--- src/rtl/mem_stage_ctrl.sv ---
// mem_stage_ctrl: memory-stage sequencer between EX/MEM and MEM/WB.
// It issues load/store accesses over a req/ack handshake and stalls the
// upstream pipeline while an access is outstanding. It also drives the
// MEM/WB inputs and aborts accesses that exceed a wait-cycle budget.
module mem_stage_ctrl #(
  parameter int unsigned MAX_WAIT   = 15,
  parameter logic [31:0] BUBBLE_SEL = 32'h0000_0001
) (
  input  logic        clk,
  input  logic        reset_n,
  input  logic        ex_valid,
  input  logic        ex_lw,
  input  logic        ex_sw,
  input  logic [31:0] ex_daddr,
  input  logic [31:0] ex_store,
  input  logic [31:0] ex_dselect,
  output logic        mem_req,
  output logic        mem_we,
  output logic [31:0] mem_addr,
  output logic [31:0] mem_wdata,
  input  logic [31:0] mem_rdata,
  input  logic        mem_ack,
  output logic        stall,
  output logic [31:0] wb_daddr,
  output logic [31:0] wb_data,
  output logic [31:0] wb_dselect,
  output logic        wb_sw,
  output logic        err,
  input  logic        err_clr
);

  typedef enum logic {IDLE, ACCESS} state_t;

  localparam logic [7:0] LAST_WAIT = 8'(MAX_WAIT - 1);

  state_t      state;
  logic [7:0]  wait_cnt;
  logic [31:0] lat_dsel;

  // Sequencer: mem_addr/mem_wdata/mem_we double as the latched address,
  // store data and op type, since they must stay stable during the access.
  always_ff @(posedge clk or negedge reset_n) begin
    if (!reset_n) begin
      state      <= IDLE;
      wait_cnt   <= '0;
      lat_dsel   <= '0;
      mem_req    <= 1'b0;
      mem_we     <= 1'b0;
      mem_addr   <= '0;
      mem_wdata  <= '0;
      stall      <= 1'b0;
      wb_daddr   <= '0;
      wb_data    <= '0;
      wb_dselect <= BUBBLE_SEL;
      wb_sw      <= 1'b0;
      err        <= 1'b0;
    end else begin
      // Bubble unless a branch below produces a real result.
      wb_daddr   <= '0;
      wb_data    <= '0;
      wb_dselect <= BUBBLE_SEL;
      wb_sw      <= 1'b0;
      // Clear first so any error set below takes priority.
      if (err_clr) begin
        err <= 1'b0;
      end
      case (state)
        IDLE: begin
          if (ex_valid) begin
            if (ex_lw && ex_sw) begin
              err <= 1'b1;
            end else if (ex_lw || ex_sw) begin
              mem_addr  <= ex_daddr;
              mem_wdata <= ex_store;
              mem_we    <= ex_sw;
              lat_dsel  <= ex_dselect;
              mem_req   <= 1'b1;
              stall     <= 1'b1;
              wait_cnt  <= '0;
              state     <= ACCESS;
            end else begin
              wb_daddr   <= ex_daddr;
              wb_data    <= ex_daddr;
              wb_dselect <= ex_dselect;
            end
          end
        end
        ACCESS: begin
          if (mem_ack) begin
            mem_req  <= 1'b0;
            stall    <= 1'b0;
            state    <= IDLE;
            wb_daddr <= mem_addr;
            if (mem_we) begin
              wb_data <= mem_wdata;
              wb_sw   <= 1'b1;
            end else begin
              wb_data    <= mem_rdata;
              wb_dselect <= lat_dsel;
            end
          end else if (wait_cnt == LAST_WAIT) begin
            mem_req <= 1'b0;
            stall   <= 1'b0;
            err     <= 1'b1;
            state   <= IDLE;
          end else begin
            wait_cnt <= wait_cnt + 8'd1;
          end
        end
        default: state <= IDLE;
      endcase
    end
  end

endmodule

--- config.mk ---
export PLATFORM = sky130hd
export DESIGN_NAME = mem_stage_ctrl
export DESIGN_NICKNAME = d
export VERILOG_FILES = /design/src/rtl/mem_stage_ctrl.sv
export SDC_FILE = /design/constraint.sdc
export NUM_CORES = 1
export LEC_CHECK = 0
export ABC_AREA = 1
export CORE_MARGIN = 4
export CORE_UTILIZATION = 42
export CTS_BUF_LIST = sky130_fd_sc_hd__clkbuf_4
export CTS_CLUSTER_DIAMETER = 30
export DETAILED_ROUTE_END_ITERATION = 10
export GPL_ROUTABILITY_DRIVEN = 0
export PLACE_DENSITY = 0.8
export SYNTH_ARGS = -nofsm -noshare
export SYNTH_HDL_FRONTEND = slang
export SYNTH_SLANG_ARGS = --single-unit
--- constraint.sdc ---
create_clock -name clk -period 1.3 [get_ports clk]
set_clock_uncertainty 0.1 [all_clocks]
set_input_delay 0.13 -clock clk [delete_from_list [all_inputs] [get_ports clk]]
set_output_delay 0.13 -clock clk [all_outputs]
set_load 0.02 [all_outputs]
# == After elaboration in Yosys (flattened, before gate mapping) ==
# Index checks and enable logic that the tools add are counted.
# word_totals
register_bits,205
input_bits,135
output_inout_bits,165
word_cells,68
# op_classes
add_sub_neg,1
eq_ne,7
n_mux,41
bitwise_logic,2
n_reduce_logical,5
# op_table
operator,n
$mux 32,11
$pmux 32 s2,3
$mux 8,5
$mux 1,18
$pmux 8 s2,1
$ne 2x2->1 const B,5
$add 8x1->8 const B,1
$eq 8x4->1 const B,1
$reduce_and 4->1,2
$pmux 1 s2,3
$reduce_and 5->1,1
$ne 3x2->1 const B,1
$not 1->1,2
$logic_and 1x1->1,1
$logic_or 1x1->1,1

# == Depth between registers and ports, before layout ==
# Gate-level depths: netlist (run 1).
# logic_depth
word_depth,5
ltp_mapped,8
mapped_depth_nobuf,8

# == Worst setup path after synthesis (run 1) ==
# OpenSTA, ideal clock, no wires.
# synth_path
kind,reg-to-reg
startpoint,register state
endpoint,register mem_addr[0]
setup_time_ps,125
arrival_time_ps,1233
required_time_ps,1075
slack_ps,-158
stages_incl_launch_ff,6
path_buffers,2
synth_period_minus_slack_ps,1458
cell_sequence,dfrtp_1 -> nor2_2 -> nand2_2 -> buf_6 -> buf_6 -> mux2_4
# synth_between
elab_chain_len,2
# synth_lines
item,line_no,rtl
"start, declared",36,state_t state;
"start signal, assigned",44,state <= IDLE;
"start signal, assigned",80,state <= ACCESS;
"start signal, assigned",92,state <= IDLE;
$not 1->1 (no source line),-,
$reduce_and 4->1 (no source line),-,
"end signal, assigned",73,mem_addr <= ex_daddr;
"end, declared",19,"output logic [31:0] mem_addr,"
# Every way passes these cells.
# A chain may end at the register's enable or synchronous reset.

# == Worst setup path after layout (run 1) ==
# layout_path
startpoint,register mem_wdata[11]
endpoint,output mem_wdata[11]
# layout_rtl
item,line_no,rtl
"start, declared",20,"output logic [31:0] mem_wdata,"
"start signal, assigned",74,mem_wdata <= ex_store;
# No word-level cell between the ends.

==> impl_summary.log, run 1 <==
INFO  metric status = finished with violations
INFO  metric failed_checks = setup timing
INFO  metric synth.cell_area = 0.008195 mm²
INFO  metric cts_htree_levels = 2
INFO  metric drv_slew = 0
INFO  metric finalSetupViolations = between 300 and 400
INFO  metric initial_utilization = 0.4323
INFO  metric yosys_warning_count = 0
INFO  metric vdd_drop_max = ~710 µV
INFO  metric place.detailed.hpwl = 18450 µm
INFO  metric area_delta_synth_final = 101.8%
INFO  metric drt-pass1-iter-count = 7
INFO  metric floorplan.rows = 50
INFO  metric clock_insertion_delay_worst_skew = 0.69 ns
INFO  metric grt_setup_unrepaired = true
INFO  metric critical_path.top_delay_family = flip-flops
INFO  metric routedWlPerCell = 25.79 µm
INFO  metric stdcell_area = ~0.017 mm²
INFO  metric fin_crit = 1.569 ns
INFO  metric drt-vias-per-instance = ~5.6
INFO  metric min_from = mem_rdata[6]
INFO  metric critical_path.n_buffers_inverters = 1
INFO  metric maxClockFrequency = about 640 MHz
INFO  metric die_area = ~0.022 mm²
INFO  metric initial_antenna_violation_count = 4
INFO  metric wl = 42890 µm
INFO  metric inst_count_dp = about 1300
INFO  metric synth_seq_cells = 205
INFO  metric hold_class = primary input to register
INFO  metric r2r_slack = -0.25 ns
INFO  metric cp_startpoint_kind = register
INFO  metric detail_route.iter0.violations = 686
INFO  metric postSynthAreaPerCell = 10.73 µm²
INFO  metric cts_made_buffers = 52
INFO  metric cts_tree = built
INFO  metric cellPowerDensity = 1442 mW/mm²
INFO  metric antenna_violating_nets_post_route = 0
INFO  metric fp.coreArea = 0.01896 mm²
INFO  metric dominantRegCellSynth = dfrtp_1
INFO  metric largest_net_degree_at_the_start_of_global_routing = 35
INFO  metric crit_path_max_incr_delay = 0.46 ns
INFO  metric dieWidth = 147.7 µm
INFO  metric regToRegStartpoint = mem_we$_DFFE_PN0P_
INFO  metric drcViolationCount = 0
INFO  metric port_buffers = 299
INFO  metric grt_first_pass_wirelength = 52660 µm
INFO  metric setup_ws = -0.2691 ns
INFO  metric grt_use_total = 0.3105
INFO  metric gr-total-overflow = 0
INFO  metric top_level_ports = 300
INFO  metric sequential_cell_area_fraction_in_the_yosys_report = 0.6261
INFO  metric clkTransAtPathRegs = 0.10 ns
INFO  metric number_of_enable_type_register_cells_in_the_synthesized_netlist = 0
INFO  metric layout_worst_path_cycle_share = 1.207
INFO  metric mappedNetlistNets = between 900 and 1000
INFO  metric final_hold_viol_count = 0
INFO  metric number_of_standard_cells_in_the_final_layout_excluding_fillers = between 1500 and 2000
INFO  metric power.leakage = roughly 8.1 nW
INFO  metric crit_path_max_fanout = 2
INFO  metric placed_area = ~0.012 mm²
INFO  metric dieHeight = 147.7 µm
INFO  metric clock_sinks = 205
INFO  metric relSlewSlack = 0.7484
INFO  metric cp.required = 1.07 ns
INFO  metric slowest_stage = dfrtp_1
INFO  metric final_layout_size_suffix_gt1_frac = 0.4889
INFO  metric clock_tree.buffer_depth = 3
INFO  metric worst-setup-path-type = register to primary output
INFO  metric async_reset_ff_frac = 1.000
INFO  metric setup_tns = -53.96 ns
INFO  metric cell_count_after_synthesis = about 760
INFO  metric dr_total_vias = a little over 9000
INFO  metric worstSetupStartpoint = mem_wdata[11]$_DFFE_PN0P_
INFO  metric max_cap_violations = 0
INFO  metric fin_nets = 1506
INFO  metric first_global_vias = 9435
INFO  metric post_synth_num_cell_types = 28
INFO  metric timing.critical_path.to_type = primary output
INFO  metric crit_path_cell_trace = buf_6
INFO  metric critical_path_arrival = 1.34 ns
INFO  metric clk_root_buffer_cell = clkbuf_4
INFO  metric worstMarginPinSlew = roughly 0.37 ns
[worst paths after layout]
kind / cells past startpoint / endpoint
worst max-delay path: 1 / mem_wdata[11]
worst min-delay path: 3 / wb_data[6]$_DFF_PN0_
worst max register to register: 6 / wb_dselect[1]$_DFF_PN0_
worst min register to register: 2 / lat_dsel[19]$_DFFE_PN0P_
max in group asynchronous: 4 / wb_dselect[0]$_DFF_PN1_
min in group asynchronous: 3 / mem_addr[10]$_DFFE_PN0P_
[metal layers]
layer / vias up / part of all wire / global-route usage
met1: 4622 / 0.33 / 0.3345
met2: 684 / 0.50 / 0.5575
li1: 3757 / - / -
met4: 0 / 0.077 / 0.1803
met5: - / 0 / 0
met3: 237 / 0.085 / 0.07143
[sequential cells by signal, indices dropped and copies added (netlist names), 8 cells and up]
signal and flops:
wb_dselect 32, wb_daddr 32, wait_cnt 8, mem_wdata 32
mem_addr 32, wb_data 32, lat_dsel 32
[report_power, final]
part | internal (mW) | switching [mW]
Combinational | 4.91 | 4.53
Sequential | 7.47 | 1.05
Clock | 2.90 | 2.99
Total | 15.3 | 8.57
[what timing repair did]
action                     in CTS  in global routing
hold endpoints to repair      358                  1
setup endpoints to repair     368                370
buffers inserted               61                 33
pin swaps                       2                 14
gates resized for setup      1085                297
gates cloned                   12                 17
hold buffers                  111                  1
[cells in the mapped netlist, types with 4 or more instances]
cell type / n / share of area
o21ai_1: 8 / 0.0049
nand2_1: 171 / 0.078
dfrtp_1: 204 / 0.62
buf_2: 18 / 0.011
nor2_1: 43 / 0.020
ha_1: 4 / 0.0061
mux2_4: 33 / 0.060
nand3_1: 41 / 0.025
mux2_2: 31 / 0.043
buf_6: 5 / 0.0069
inv_1: 48 / 0.022
clkbuf_1: 16 / 0.0073
o21ai_0: 121 / 0.074
[placed cells by master, fill, tap and decap left out, types with 15 or more instances in the layout]
cell type	netlist	layout
clkdlybuf4s50_1	0	133
buf_12	0	24
inv_1	48	45
dlygate4sd3_1	0	112
nand2_1	171	78
buf_6	5	180
nand3_1	41	34
nand2_2	2	38
mux2_2	31	31
o21ai_0	121	24
o21ai_1	8	34
buf_4	1	109
dfrtp_1	204	201
o21ai_2	0	68
mux2_4	33	33
nor2_1	43	41
clkbuf_4	0	78
nand2_4	0	45
nand2_8	0	15
[cell families after synthesis]
kind of cell | Yosys count | synth area share
AND/OR/NAND/NOR | 262 | 0.1282
adder cells (fa/ha/maj) | 4 | 0.006107
flip-flops | 205 | 0.6261
multiplexers | 64 | 0.1031
buffers and inverters | 92 | 0.04992
AO/OA/AOI/OAI | 136 | 0.08550
XOR/XNOR | 1 | 0.001069
[final cells by class]
class	count	area, µm²
Multi-Input combinational cell	470	3742
Clock buffer	78	585.6
Fill cell	765	2416
Clock inverter	8	57.56
Timing Repair Buffer	587	6465
Antenna cell	4	10.01
Tap cell	260	325.3
Inverter	51	219.0
Sequential cell	205	5135
[through the flow]
step	worst slack (ns)	power [mW]	utilization	hold slack, ns
2_1_floorplan	-0.1340	10.92	-	-0.2656
3_3_place_gp	-0.6675	14.08	0.6347	-0.02858
3_5_place_dp	-0.6978	14.25	0.6347	-0.03222
4_1_cts	-0.2370	21.42	0.7867	0.005462
5_1_grt	-0.3334	24.48	0.8724	0.003821
6_report	-0.2691	23.86	0.8725	0.03830
No activity file was read; power rests on OpenSTA's default activity.
==> inputs of run 2 (changes only) <==
--- a/config.mk
+++ b/config.mk
@@ -7,12 +7,13 @@
 export LEC_CHECK = 0
 export ABC_AREA = 1
 export CORE_MARGIN = 4
-export CORE_UTILIZATION = 42
+export CORE_UTILIZATION = 29
 export CTS_BUF_LIST = sky130_fd_sc_hd__clkbuf_4
 export CTS_CLUSTER_DIAMETER = 30
 export DETAILED_ROUTE_END_ITERATION = 10
 export GPL_ROUTABILITY_DRIVEN = 0
-export PLACE_DENSITY = 0.8
+export PLACE_DENSITY = 0.59
+export SLEW_MARGIN = 20
 export SYNTH_ARGS = -nofsm -noshare
 export SYNTH_HDL_FRONTEND = slang
 export SYNTH_SLANG_ARGS = --single-unit
==> impl_summary.log, run 2 (synthesis results as in run 1) <==
INFO  metric vdd_drop_max = 653.5 µV (was 713.6 µV)
INFO  metric gr-usage-met3 = 0.03833 (was 0.07143)
INFO  metric register_area = 0.005134 mm² (was 0.005135 mm²)
INFO  metric largest_net_degree_at_the_start_of_global_routing = 42 (was 35)
INFO  metric max_cap_violations = 0 (unchanged)
INFO  metric grt_setup_unrepaired = true (unchanged)
INFO  metric dieHeight = 176.1 µm (was 147.7 µm)
INFO  metric finalSetupViolations = 368 (was 369)
INFO  metric dieWidth = 176.1 µm (was 147.7 µm)
INFO  metric drcViolationCount = 0 (unchanged)
INFO  metric timing.critical_path.to_type = register (was primary output)
INFO  metric final_cell_mix = dfrtp_1, buf_6, clkdlybuf4s50_1 (unchanged)
INFO  metric cts_made_buffers = 58 (was 52)
INFO  metric cellPowerDensity = 1377 mW/mm² (was 1442 mW/mm²)
INFO  metric place.detailed.hpwl = 18920 µm (was 18450 µm)
INFO  metric worst-setup-path-type = register to register (was register to primary output)
INFO  metric whs_path_depth = 3 (unchanged)
INFO  metric fin_nets = 1493 (was 1506)
INFO  metric cp.required = 1.70 ns (was 1.07 ns)
INFO  metric reg2regPathDepth = 6 (unchanged)
INFO  metric fin_crit = 1.564 ns (was 1.569 ns)
INFO  metric power.leakage = 7.980 nW (was 8.084 nW)
INFO  metric clkTransAtPathRegs = 0.06 ns (was 0.10 ns)
INFO  metric detail_route.iter0.violations = 372 (was 686)
INFO  metric crit-reg2reg-capture = mem_wdata[2]$_DFFE_PN0P_ (was wb_dselect[1]$_DFF_PN0_)
INFO  metric final_util = 0.5768 (was 0.8725)
INFO  metric maxClockFrequency = 639.4 MHz (was 637.3 MHz)
INFO  metric antenna_violating_nets_post_route = 0 (unchanged)
INFO  metric wl = 31610 µm (was 42890 µm)
INFO  metric area_delta_synth_final = 96.08% (was 101.8%)
INFO  metric drv_slew = 0 (unchanged)
INFO  metric cp_startpoint_kind = register (unchanged)
INFO  metric cts_tree = built (unchanged)
INFO  metric gr-usage-met1 = 0.2359 (was 0.3345)
INFO  metric drt-pass1-iter-count = 5 (was 7)
INFO  metric hold-path-endpoint = wb_daddr[0]$_DFF_PN0_ (was wb_data[6]$_DFF_PN0_)
INFO  metric r2r_slack = -0.26 ns (was -0.25 ns)
INFO  metric top_level_ports = 300 (unchanged)
INFO  metric area_of_the_multi_input_gates = 0.003407 mm² (was 0.003742 mm²)
INFO  metric grt_use_total = 0.1927 (was 0.3105)
INFO  metric worstSetupStartpoint = state$_DFF_PN0_ (was mem_wdata[11]$_DFFE_PN0P_)
INFO  metric status = finished with violations (unchanged)
INFO  metric cts_htree_levels = 2 (unchanged)
INFO  metric clock_tree.buffer_depth = 3 (unchanged)
INFO  metric setup_ws = -0.2641 ns (was -0.2691 ns)
INFO  metric floorplan.rows = 61 (was 50)
INFO  metric layout_worst_path_cycle_share = 1.203 (was 1.207)
INFO  metric initial_utilization = 0.2942 (was 0.4323)
INFO  metric critical_path_arrival = 1.96 ns (was 1.34 ns)
INFO  metric min_from = ex_daddr[0] (was mem_rdata[6])
INFO  metric final_hold_viol_count = 0 (unchanged)
INFO  metric worstMarginPinSlew = 0.4031 ns (was 0.3735 ns)
INFO  metric fp.coreArea = 0.02786 mm² (was 0.01896 mm²)
INFO  metric layout.cells.most_common = dfrtp_1 (unchanged)
INFO  metric gr-total-overflow = 0 (unchanged)
INFO  metric grt_busiest_layer = met2 (unchanged)
INFO  metric clock_insertion_delay_worst_skew = 0.64 ns (was 0.69 ns)
INFO  metric dr_total_vias = 7992 (was 9300)
INFO  metric num-fill-cells = 2281 (was 765)
INFO  metric clock_sinks = 205 (unchanged)
INFO  metric hold_class = primary input to register (unchanged)
INFO  metric final_layout_size_suffix_gt1_frac = 0.4536 (was 0.4889)
INFO  metric routedWlPerCell = 17.87 µm (was 25.79 µm)
INFO  metric crit_path_max_fanout = 6 (was 2)
INFO  metric clk_root_buffer_cell = clkbuf_4 (unchanged)
INFO  metric drt-vias-per-instance = 4.518 (was 5.592)
INFO  metric regToRegStartpoint = state$_DFF_PN0_ (was mem_we$_DFFE_PN0P_)
INFO  metric worst_hold_slack = 0.06906 ns (was 0.03830 ns)
INFO  metric port_buffers = 299 (unchanged)
INFO  metric failed_checks = setup timing (unchanged)
INFO  metric first_global_vias = 8434 (was 9435)
INFO  metric die_area = 0.03101 mm² (was 0.02181 mm²)
INFO  metric gr-usage-met2 = 0.3358 (was 0.5575)
INFO  metric initial_antenna_violation_count = 2 (was 4)
INFO  metric relSlewSlack = 0.7313 (was 0.7484)
INFO  metric grt_first_pass_wirelength = 46980 µm (was 52660 µm)
==> run 2: cell count changes in the layout (fill, tap and decap cells not counted), sizes merged <==
cell,delta
buf,-14
clkinv,+9
clkbuf,-8
dlygate4sd3,+3
diode,-2
nand2,-2
bufbuf,+1
inv,+1
==> run 2: where the power goes <==
part	leakage, nW	internal [mW]	switching (mW)
combinational	4.95	4.52	3.71
clock	0.411	2.93	2.65
sequential	2.62	7.48	0.835
==> run 2: worst max path at each step <==
| stage | to | slack (ns) |
|---|---|---|
| finish | mem_wdata[2]$_DFFE_PN0P_ | -0.26 |
| global route | wb_data[31]$_DFF_PN0_ | -0.30 |
| CTS | wb_dselect[0] | -0.28 |
| detailed placement | lat_dsel[26]$_DFFE_PN0P_ | -0.71 |
| global placement | mem_addr[0]$_DFFE_PN0P_ | -0.68 |
| floorplan | mem_addr[0]$_DFFE_PN0P_ | -0.13 |
==> run 2: layer usage <==
layer,share of wire,up-vias
met5,0,-
met4,0.027,0
met3,0.059,58
met2,0.51,277
met1,0.40,3928
li1,-,3729
==> run 2: stage by stage <==
step / total power, mW / instance area, µm² / setup slack (ns) / std cells / setup TNS (ns)
3_3_place_gp: 14.23 / 12160 / -0.6807 / 1466 / -118.46
5_1_grt: 23.27 / 16070 / -0.2960 / 1769 / -71.76
2_1_floorplan: 10.92 / 8263 / -0.1340 / 764 / -5.520
6_report: 22.13 / 16070 / -0.2641 / 1769 / -49.51
3_5_place_dp: 14.30 / 12160 / -0.7074 / 1466 / -121.19
4_1_cts: 21.65 / 15370 / -0.2830 / 1746 / -61.21
==> run 2: layout make-up <==
class                   count  area share
well taps                 378     0.02943
inverters                  51     0.01316
repair buffers            570      0.3832
diodes                      2   0.0003115
clock inverters            18    0.006385
flip-flops and latches    205      0.3195
clock buffers              77     0.03597
multi-input cells         468      0.2120
==> run 2: critical path, cell delays in order, from the launching register on <==
cell and delay (ns):
dfrtp_1 0.42, nor2_4 0.12, buf_12 0.12, buf_12 0.10, nand2_8 0.10, clkbuf_16 0.19, mux2_4 0.29
==> run 2: timing repair <==
item | CTS | global route
cloned | 13 | 5
setup endpoints to repair | 369 | 370
hold buffers | 115 | 0
endpoints found under the hold margin | 371 | 0
resized for setup | 1112 | 171
buffers inserted | 57 | 20
pin swaps | 9 | 14
==> inputs of run 3 (changes only) <==
--- a/config.mk
+++ b/config.mk
@@ -7,12 +7,12 @@
 export LEC_CHECK = 0
 export ABC_AREA = 1
 export CORE_MARGIN = 4
-export CORE_UTILIZATION = 29
+export CORE_UTILIZATION = 40
 export CTS_BUF_LIST = sky130_fd_sc_hd__clkbuf_4
 export CTS_CLUSTER_DIAMETER = 30
 export DETAILED_ROUTE_END_ITERATION = 10
 export GPL_ROUTABILITY_DRIVEN = 0
-export PLACE_DENSITY = 0.59
+export PLACE_DENSITY = 0.77
 export SLEW_MARGIN = 20
 export SYNTH_ARGS = -nofsm -noshare
 export SYNTH_HDL_FRONTEND = slang
==> constraint.sdc (replaced) <==
create_clock -name clk -period 1.3 [get_ports clk]
set_clock_uncertainty 0.1 [all_clocks]
set_input_delay 0.26 -clock clk [delete_from_list [all_inputs] [get_ports clk]]
set_output_delay 0.26 -clock clk [all_outputs]
set_load 0.02 [all_outputs]
==> impl_summary.log, run 3 (synthesis results as in run 1) <==
INFO  metric status = finished with violations (unchanged)
INFO  metric failed_checks = setup timing (unchanged)
INFO  metric grt_use_total = 0.2513 (was 0.1927)
INFO  metric hold-path-endpoint = wb_dselect[12]$_DFF_PN0_ (was wb_daddr[0]$_DFF_PN0_)
INFO  metric wl = 35310 µm (was 31610 µm)
INFO  metric routedWlPerCell = 22.10 µm (was 17.87 µm)
INFO  metric first_global_vias = 8249 (was 8434)
INFO  metric final_hold_viol_count = 0 (unchanged)
INFO  metric cellPowerDensity = 1460 mW/mm² (was 1377 mW/mm²)
INFO  metric layout_worst_path_cycle_share = 1.282 (was 1.203)
INFO  metric port_buffers = 299 (unchanged)
INFO  metric worstSetupStartpoint = ex_lw (was state$_DFF_PN0_)
INFO  metric fin_nets = 1435 (was 1493)
INFO  metric grt_first_pass_wirelength = 44000 µm (was 46980 µm)
INFO  metric initial_utilization = 0.4063 (was 0.2942)
INFO  metric crit-reg2reg-capture = wb_data[24]$_DFF_PN0_ (was mem_wdata[2]$_DFFE_PN0P_)
INFO  metric floorplan.rows = 52 (was 61)
INFO  metric grt_setup_unrepaired = true (unchanged)
INFO  metric drcViolationCount = 0 (unchanged)
INFO  metric clock_insertion_delay_worst_skew = 0.68 ns (was 0.64 ns)
INFO  metric place.detailed.hpwl = 18680 µm (was 18920 µm)
INFO  metric setup_ws = -0.3672 ns (was -0.2641 ns)
INFO  metric largest_net_degree_at_the_start_of_global_routing = 42 (unchanged)
INFO  metric cts_made_buffers = 53 (was 58)
INFO  metric power.leakage = 7.918 nW (was 7.980 nW)
INFO  metric cts_tree = built (unchanged)
INFO  metric drv_slew = 0 (unchanged)
INFO  metric p_sw = 7.895 mW (was 7.199 mW)
INFO  metric gr-total-overflow = 0 (unchanged)
INFO  metric regToRegStartpoint = state$_DFF_PN0_ (unchanged)
INFO  metric p_sw_frac = 0.3407 (was 0.3253)
INFO  metric cp.required = 1.72 ns (was 1.70 ns)
INFO  metric placed_area = 0.01246 mm² (was 0.01216 mm²)
INFO  metric timing.critical_path.to_type = register (unchanged)
INFO  metric fin_crit = 1.667 ns (was 1.564 ns)
INFO  metric area_delta_synth_final = 93.68% (was 96.08%)
INFO  metric hold_class = primary input to register (unchanged)
INFO  metric critical_path_arrival = 2.09 ns (was 1.96 ns)
INFO  metric power.clock.fraction = 0.234 (was 0.252)
INFO  metric antenna_violating_nets_post_route = 0 (unchanged)
INFO  metric reg2regPathDepth = 7 (was 6)
INFO  metric r2r_slack = -0.29 ns (was -0.26 ns)
INFO  metric clk_root_buffer_cell = clkbuf_4 (unchanged)
INFO  metric die_area = 0.02284 mm² (was 0.03101 mm²)
INFO  metric stdcell_area = 0.01587 mm² (was 0.01607 mm²)
INFO  metric final_cell_mix = dfrtp_1, buf_6, buf_4 (was dfrtp_1, buf_6, clkdlybuf4s50_1)
INFO  metric drt-vias-per-instance = 5.147 (was 4.518)
INFO  metric fp.coreArea = 0.02017 mm² (was 0.02786 mm²)
INFO  metric cts_htree_levels = 2 (unchanged)
INFO  metric worst-setup-path-type = primary input to register (was register to register)
INFO  metric sequentialPowerShare = 0.363 (was 0.376)
INFO  metric dr_total_vias = 8225 (was 7992)
INFO  metric finalSetupViolations = 367 (was 368)
INFO  metric clock_sinks = 205 (unchanged)
INFO  metric min_from = ex_dselect[12] (was ex_daddr[0])
INFO  metric p_int = 15.27 mW (was 14.93 mW)
INFO  metric drt-pass1-iter-count = 5 (unchanged)
INFO  metric dieWidth = 151.1 µm (was 176.1 µm)
INFO  metric clock_tree.buffer_depth = 3 (unchanged)
INFO  metric clkTransAtPathRegs = 0.07 ns (was 0.06 ns)
INFO  metric maxClockFrequency = 599.8 MHz (was 639.4 MHz)
INFO  metric whs_path_depth = 3 (unchanged)
INFO  metric final_layout_size_suffix_gt1_frac = 0.5638 (was 0.4536)
INFO  metric top_level_ports = 300 (unchanged)
INFO  metric cp_startpoint_kind = primary input (was register)
INFO  metric initial_antenna_violation_count = 3 (was 2)
INFO  metric max_cap_violations = 0 (unchanged)
INFO  metric layout.cells.most_common = dfrtp_1 (unchanged)
INFO  metric dieHeight = 151.1 µm (was 176.1 µm)
INFO  metric power_frac_comb = 0.404 (was 0.372)
INFO  metric worstMarginPinSlew = 0.4312 ns (was 0.4031 ns)
INFO  metric crit_path_max_fanout = 8 (was 6)
INFO  metric detail_route.iter0.violations = 382 (was 372)
INFO  metric relSlewSlack = 0.7095 (was 0.7313)
INFO  metric vdd_drop_max = 800.7 µV (was 653.5 µV)
INFO  metric setup_tns = -84.99 ns (was -49.51 ns)
## run 3: metal layers
layer | wire length (µm) | global-route usage
met5 | 0 | 0
met4 | 1766 | 0.1242
met3 | 2461 | 0.06164
met2 | 18730 | 0.4443
met1 | 12350 | 0.2828
## run 3: power groups by stage
stage | Clock (mW) | Sequential [mW] | Combinational [mW]
after global placement | 0 | 8.13 | 6.58
final | 5.42 | 8.40 | 9.35
after detailed placement | 0 | 8.16 | 6.74
after floorplan | 0 | 9.20 | 1.72
after global routing | 5.83 | 8.48 | 9.78
after CTS | 5.35 | 8.21 | 7.84
## run 3: metrics by stage
| step | hold WS (ns) | cells | util | worst slack (ns) | total power, mW |
|---|---|---|---|---|---|
| after floorplan | -0.1356 | 764 | - | -0.1361 | 10.92 |
| after global placement | 0.09274 | 1407 | 0.6177 | -0.7964 | 14.71 |
| after detailed placement | 0.09390 | 1407 | 0.6177 | -0.8081 | 14.90 |
| after CTS | 0.02987 | 1542 | 0.7050 | -0.3996 | 21.40 |
| after global routing | 0.05366 | 1598 | 0.7870 | -0.4150 | 24.09 |
| final | 0.06286 | 1598 | 0.7870 | -0.3672 | 23.17 |
## run 3: area by class of cell
type	count	area [µm²]
inverter	51	242.7
sequential	205	5135
clock buffer	69	518.0
antenna	3	7.507
clock inverter	15	90.09
tap	270	337.8
multi-input combinational	469	3800
timing repair buffer	516	5742
fill	1092	4297
## run 3: critical path: stages
cell and delay, ns:
clkdlybuf4s50_1 0.56, inv_1 0.12, ha_4 0.20, nor2_4 0.14, buf_12 0.16, nand2_8 0.13, clkbuf_16 0.21, mux2_4 0.30
## run 3: worst max path at each step
stage / end / slack [ns] / depth (start not counted)
after floorplan: mem_addr[0]$_DFFE_PN0P_ / -0.14 / 5
after global placement: wb_data[21]$_DFF_PN0_ / -0.80 / 7
after detailed placement: wb_data[21]$_DFF_PN0_ / -0.81 / 7
after CTS: wb_dselect[0] / -0.40 / 1
after global routing: wb_dselect[0] / -0.41 / 1
final: mem_addr[16]$_DFFE_PN0P_ / -0.37 / 8
## run 3: repair_timing
item / CTS / global route
hold buffers: 2 / 0
resized for setup: 1104 / 320
buffers inserted: 38 / 37
endpoints found under the setup margin: 366 / 369
endpoints found under the hold margin: 205 / 0
cloned: 11 / 20
pin swaps: 4 / 26
